## src/rtl/imem_loader.sv

```systemverilog
// Boot loader: assembles a little-endian word-count header plus program words from a
// byte stream, writes them to instruction memory, and holds the core in reset until done.
module imem_loader #(
  parameter int ADDR_WIDTH = 12
) (
  input  logic                  clk,
  input  logic                  rst,
  input  logic [7:0]            rx_data,
  input  logic                  rx_valid,
  output logic                  rx_ready,
  output logic                  imem_we,
  output logic [ADDR_WIDTH-1:0] imem_addr,
  output logic [31:0]           imem_wdata,
  output logic                  core_rst,
  output logic                  done,
  output logic                  err
);

  localparam int KW = ADDR_WIDTH + 1;
  localparam logic [32:0] CAP = 33'd1 << ADDR_WIDTH;

  typedef enum logic [1:0] {S_LEN, S_DATA, S_DONE, S_ERR} state_t;

  state_t                state_q, state_d;
  logic [1:0]            byte_cnt_q, byte_cnt_d;
  logic [23:0]           acc_q, acc_d;
  logic [KW-1:0]         len_q, len_d;
  logic [KW-1:0]         k_q, k_d;
  logic                  rx_ready_q, rx_ready_d;
  logic                  imem_we_q, imem_we_d;
  logic [ADDR_WIDTH-1:0] imem_addr_q, imem_addr_d;
  logic [31:0]           imem_wdata_q, imem_wdata_d;
  logic                  core_rst_q, core_rst_d;
  logic                  done_q, done_d;
  logic                  err_q, err_d;

  logic        data_end;
  logic        accept;
  logic        last_byte;
  logic [31:0] word_in;

  // The cycle after the final write is spent in S_DATA with k==N; no byte is taken then.
  assign data_end  = (state_q == S_DATA) && (k_q == len_q);
  assign accept    = rx_valid && rx_ready_q && !data_end;
  assign last_byte = accept && (byte_cnt_q == 2'd3);
  assign word_in   = {rx_data, acc_q};

  always_ff @(posedge clk) begin
    if (rst) begin
      state_q      <= S_LEN;
      byte_cnt_q   <= '0;
      acc_q        <= '0;
      len_q        <= '0;
      k_q          <= '0;
      rx_ready_q   <= 1'b0;
      imem_we_q    <= 1'b0;
      imem_addr_q  <= '0;
      imem_wdata_q <= '0;
      core_rst_q   <= 1'b1;
      done_q       <= 1'b0;
      err_q        <= 1'b0;
    end else begin
      state_q      <= state_d;
      byte_cnt_q   <= byte_cnt_d;
      acc_q        <= acc_d;
      len_q        <= len_d;
      k_q          <= k_d;
      rx_ready_q   <= rx_ready_d;
      imem_we_q    <= imem_we_d;
      imem_addr_q  <= imem_addr_d;
      imem_wdata_q <= imem_wdata_d;
      core_rst_q   <= core_rst_d;
      done_q       <= done_d;
      err_q        <= err_d;
    end
  end

  always_comb begin
    state_d = state_q;
    case (state_q)
      S_LEN: begin
        if (last_byte) begin
          if (word_in == 32'd0)             state_d = S_DONE;
          else if ({1'b0, word_in} > CAP)   state_d = S_ERR;
          else                              state_d = S_DATA;
        end
      end
      S_DATA: begin
        if (data_end) state_d = S_DONE;
      end
      default: state_d = state_q;
    endcase
  end

  always_comb begin
    byte_cnt_d   = byte_cnt_q;
    acc_d        = acc_q;
    len_d        = len_q;
    k_d          = k_q;
    imem_we_d    = 1'b0;
    imem_addr_d  = imem_addr_q;
    imem_wdata_d = imem_wdata_q;

    if (accept) begin
      byte_cnt_d = byte_cnt_q + 2'd1;
      case (byte_cnt_q)
        2'd0:    acc_d[7:0]   = rx_data;
        2'd1:    acc_d[15:8]  = rx_data;
        2'd2:    acc_d[23:16] = rx_data;
        default: acc_d        = '0;
      endcase
    end

    if (last_byte && state_q == S_LEN) begin
      len_d = word_in[KW-1:0];
      k_d   = '0;
    end

    if (last_byte && state_q == S_DATA) begin
      imem_we_d    = 1'b1;
      imem_addr_d  = k_q[ADDR_WIDTH-1:0];
      imem_wdata_d = word_in;
      k_d          = k_q + 1'b1;
    end

    rx_ready_d = (state_d == S_LEN) || (state_d == S_DATA);
    core_rst_d = (state_d != S_DONE);
    done_d     = (state_d == S_DONE);
    err_d      = (state_d == S_ERR);
  end

  assign rx_ready   = rx_ready_q;
  assign imem_we    = imem_we_q;
  assign imem_addr  = imem_addr_q;
  assign imem_wdata = imem_wdata_q;
  assign core_rst   = core_rst_q;
  assign done       = done_q;
  assign err        = err_q;

endmodule

```

## config.mk

```make
export PLATFORM = sky130hd
export DESIGN_NAME = imem_loader
export DESIGN_NICKNAME = d
export VERILOG_FILES = /design/src/rtl/imem_loader.sv
export SDC_FILE = /design/constraint.sdc
export NUM_CORES = 1
export LEC_CHECK = 0
export BUFFER_PORTS_ARGS = -buffer_cell sky130_fd_sc_hd__buf_4
export CORE_MARGIN = 2
export CORE_UTILIZATION = 44
export DETAILED_ROUTE_END_ITERATION = 16
export PLACE_DENSITY_LB_ADDON = 0.15
export SYNTH_ARGS = -nofsm -noshare
export SYNTH_HDL_FRONTEND = slang
export SYNTH_SLANG_ARGS = --single-unit
```

## constraint.sdc

```tcl
create_clock -name clk -period 2.09 [get_ports clk]
set_input_delay 0.418 -clock clk [delete_from_list [all_inputs] [get_ports clk]]
set_output_delay 0.418 -clock clk [all_outputs]
set_load 0.01 [all_outputs]
```

After elaboration in Yosys (flattened, before gate mapping)
Index checks and enable logic that the tools add are counted.
Cells by class
  $add $sub $neg: 2
  $lt $le $gt $ge: 1
  eq/ne operators: 9
  multiplexer cells: 11
  bitwise gates (word level): 3
  reduce and logical (&&, ||, !) cells: 19
Operator list (number)
  $pmux 8 s2: 3
  $gt 32x13->1 const B: 1
  $logic_not 32->1: 1
  $mux 13: 2
  $add 13x1->13 const B: 1
  $eq 13x13->1: 1
  $eq 2x2->1 const B: 4
  $mux 2: 4
  $eq 2x1->1 const B: 3
  $logic_and 1x1->1: 6
  $logic_not 2->1: 3
  $reduce_and 2->1: 3
  $reduce_or 2->1: 3
  $pmux 2 s2: 1
  $not 1->1: 3
  $add 2x1->2 const B: 1
  $ne 2x2->1 const B: 1
  $reduce_bool 2->1: 1
  $logic_not 1->1: 1
  $logic_or 1x1->1: 1
  $mux 1: 1
Storage, ports and cells
  register bits: 103
  input port bits: 11
  output and inout port bits: 49
  logic and storage cells: 59

Logic depth before layout (Yosys ltp)
  depth after elaboration: 9
  gate-level depth with buffers: 8
  mapped depth without buffers: 6

Worst setup path after synthesis
OpenSTA, ideal clock, no wires.
  path type: reg-to-reg
  start point: reg k_q[0]
  end point: reg k_q[12]
  setup time: 0.132 ns
  arrival time: 1.600 ns
  slack: 0.358 ns
  stages on the path, launching flop included: 7
  path buffers: 0
  cell sequence: dfxtp_1 ha_1 nand3_1 or3_1 o21a_1 o31ai_1 a21oi_1
On the way
  cells in the longest elaborated chain, start to end: 7
  elaborated cells between the ends (all ways): 10
RTL lines
  start, declared: RTL line 28  | logic [KW-1:0] k_q, k_d;
  start signal, assigned: RTL line 67  | k_q <= k_d;
  parallel branches: the longest is 7 deep, another holds $add 13x1->13
Parallel ways; which one is timed is not known.
A chain may end at the register's enable or synchronous reset.

Worst setup path after layout
  start point: reg acc_q[0]
  end point: reg err_q, in the netlist err
On the way
  cells in the longest elaborated chain, start to end: 6
  elaborated cells between the ends (all ways): 7
RTL lines
  start, declared: RTL line 26  | logic [23:0] acc_q, acc_d;
  start signal, assigned: RTL line 52  | acc_q <= '0;
  start signal, assigned: RTL line 65  | acc_q <= acc_d;
  $gt 32x13->1: RTL line 84  | else if ({1'b0, word_in} > CAP) state_d = S_ERR;
  $mux 2: RTL line 84
  $mux 2 (*): RTL line 83  | if (word_in == 32'd0) state_d = S_DONE;
  $mux 2 (*): RTL line 82  | if (last_byte) begin
  $pmux 2 s2 (*): RTL line 80  | case (state_q)
  $eq 2x2->1 (*): RTL line 129  | err_d = (state_d == S_ERR);
  end signal, assigned: RTL line 74  | err_q <= err_d;
  end, declared: RTL line 35  | logic err_q, err_d;
Every way passes the cells marked *; elsewhere a longest branch is shown, timed or not.

==> results_dict.tcl <==
set metrics [dict create \
    status "finished clean" \
    slowest_delay_ns 0.50 \
    avgSynthCellArea_um2 8.21 \
    grt_pass1_vias 3921 \
    grt_max_degree 76 \
    p_seq_share_pct 59.5 \
    whs_ns 0.337 \
    startpoint "acc_q[0]" \
    clock-sinks 103 \
    critPathArrivalTime_ns 2.17 \
    fin_nets 593 \
    vias_per_cell 5.79 \
    synthCells 536 \
    finalMaxSlewViolations 0 \
    numCtsBuffers 9 \
    ir_drop_v 0.000321 \
    antenna_found_initial 0 \
    r2r_start "acc_q[0]" \
    syn_area_um2 4400 \
    gr-usage-met3_pct 2.69 \
    post_cts_buffers 0 \
    h-tree-depth 3 \
    cts_tree "done" \
    area_growth_pct 18.3 \
    path_buf_inv 0 \
    place_hpwl_mm 7.80 \
    die_y_um 104 \
    switchingPower_uw 837 \
    async_flop_share_pct 0 \
    cp_top_family "simple AND/OR/NAND/NOR gates" \
    gr-usage-met2_pct 35.7 \
    drt-initial-drc-count 211 \
    die_w_um 104 \
    hold_viol 0 \
    synth_top_area_share_pct 46.9 \
    gr-total-overflow 0 \
    critical_path.slowest_cell "nor4_1" \
    hp-start "rx_data[5]" \
    wire_per_inst_um 16.3 \
    synth_ff_type "dfxtp_1" \
    hold_end "imem_wdata[29]" \
    core-area_um2 9730 \
    io_pins 60 \
    cts_resized 0 \
    diodes 0 \
    crit_path_end_kind "register" \
    r2r.worst_path.cells 5 \
    p_int_uw 2500 \
    use_met1_pct 30.0 \
    cp_cell_sequence "nor4_1, nand3_1, o41a_1, o21ai_1, nor3b_1" \
    worst_slew_pin_slew_ns 0.585 \
    clockPowerShare_pct 36.2 \
    grt.busiest_layer "met2" \
    cts.reportedPaths.clkPinSlew_ns 0.11 \
    start_kind "register" \
    synth_fp_nets 552 \
    hold_path_depth 3 \
    antenna_left 0 \
    min_period_ns 1.94 \
    swShare_pct 25.1 \
    crit_fanout 4 \
    p_per_area_nw_per_um2 642 \
    rsz0062_at_grt "false" \
    yosysWarnings 0 \
    synth_edf_count 0 \
    cellLeakagePower_uw 0.00186 \
    yosys_register_bits 103 \
    vias 4137 \
    r2r_end "err" \
    clock_path_buffers 2 \
    routed_wl_mm 11.7 \
    synth_cell_types 41 \
    dieArea_um2 10800 \
    layout-drive-gt1-share_pct 19.4 \
    critical_path_class "register to register" \
    row_count 36 \
    grt_usage_pct 21.9 \
    port_buffers 59 \
    fin_crit_sh_pct 93.0 \
    ys_top_cells_by_area "dfxtp_1, a21oi_1, o21ai_0, nand3_1, nand4_1" \
    drt_pass1_iterations 4 \
    hold_path.class "primary input to register" \
    pwr-share-comb_pct 4.3 \
    post-route-drc-count 0 \
    clockRootBuffer "clkbuf_8" \
    timing.fmax_ghz 0.514 \
    worstSkewPairLatency_ns 0.37 \
    max-slew-margin-rel_pct 61.0 \
    grt_pass1_wl_mm 19.4 \
    cp.required_ns 2.32 \
    start_util_pct 45.2 \
    synth_seq_area_share_pct 46.9 \
    maxCapViolCount 0 \
    synth_area_leader_cell "dfxtp_1" \
    rrSetupSlack_ns 0.15 \
    finalSetupTns_ns 0 \
    cts_hold_buf 0 \
    clock_skew_ns 0.0139 \
    setup_viol_count_final 0 \
    gp_congestion 0.863 \
]
[flip-flops by register name, indices dropped and copies added (netlist names)]
register	flops
imem_wdata	32
acc_q	24
k_q	13
len_q	13
imem_addr	12
byte_cnt_q	2
state_q	2
core_rst	1
done	1
err	1
imem_we	1
rx_ready	1
[worst reg2reg max path, cell delays in order, from the launching register on]
cell and delay (ns):
dfxtp_1 0.36, nor4_1 0.50, nand3_1 0.15, o41a_1 0.43
o21ai_1 0.28, nor3b_1 0.10
[how the worst max path moves through the flow]
stage                     endpoint  slack (ns)  cells past startpoint
finish                         err        0.15                      5
global route        imem_wdata[18]        0.03                      6
CTS                        k_q[12]         0.1                      6
detailed placement  imem_wdata[21]        0.11                      8
global placement              done        0.14                      6
floorplan                  k_q[12]        0.36                      6
[stage by stage]
step	util [%]	cell area (um^2)	total power, uW	std cells	worst slack (ns)
2_1_floorplan	-	4400	2120	536	0.358
3_3_place_gp	51.3	4990	2170	699	0.144
3_5_place_dp	51.3	4990	2170	699	0.106
4_1_cts	53.3	5180	3370	715	0.0958
5_1_grt	53.5	5210	3480	715	0.0260
6_report	53.5	5210	3340	715	0.146
[cell families (layout without fill, tap and decap cells)]
logic type	after synthesis	in the layout	synth area share, %
buffers and inverters	59	105	5.86
AOI/OAI and AO/OA	186	186	22.7
adders and majority gates	5	5	1.42
DFF	103	103	46.9
xor gates and xnor gates	13	13	2.59
and+or+nand+nor	170	170	20.6
[cell usage in the layout (no fill, tap or decap), types with 3 or more instances in the layout]
cell type / count
nor2_1: 7
inv_1: 6
xor2_1: 13
nand2_1: 39
nor4_1: 8
or3_1: 6
buf_12: 3
clkbuf_8: 10
buf_4: 80
a32o_1: 3
a31oi_1: 6
clkinv_4: 3
a21oi_1: 87
dfxtp_1: 100
nor3_1: 6
ha_1: 5
nand3_1: 54
a311oi_1: 4
dfxtp_2: 3
nand4_1: 32
nor4_2: 4
o21ai_0: 76
[power groups by stage]
stage | Clock, uW | Sequential [uW] | Combinational (uW)
5_1_grt | 1330 | 1990 | 161
6_report | 1210 | 1990 | 144
4_1_cts | 1240 | 1990 | 143
2_1_floorplan | 0 | 2030 | 87.0
3_5_place_dp | 0 | 2030 | 143
3_3_place_gp | 0 | 2030 | 142
[synth_stat cells, types with 7 or more instances]
library cell and instances:
nand4_1 32, a21oi_1 87, dfxtp_1 103, nand3_1 54, clkbuf_1 32, xor2_1 13, nor2_1 7, o21ai_0 76
nand2_1 39, nor4_1 11, buf_2 13
[layout make-up]
| type | count | area (um^2) |
|---|---|---|
| clock buffer | 10 | 138 |
| clock inverter | 6 | 51.3 |
| fill | 958 | 4520 |
| inverter | 6 | 22.5 |
| multi-input combinational | 374 | 2100 |
| sequential | 103 | 2070 |
| tap | 133 | 166 |
| timing repair buffer | 83 | 661 |
[metal layers]
layer  routed length [um]  part of all wire (%)  up-vias
met1                 5160                    44     1990
met5                    0                     0        -
li1                     -                     -     2038
met2                 5860                    50       93
met3                  460                   3.9       16
met4                  180                   1.5        0
Note: power is estimated with default switching activity, not from simulation.
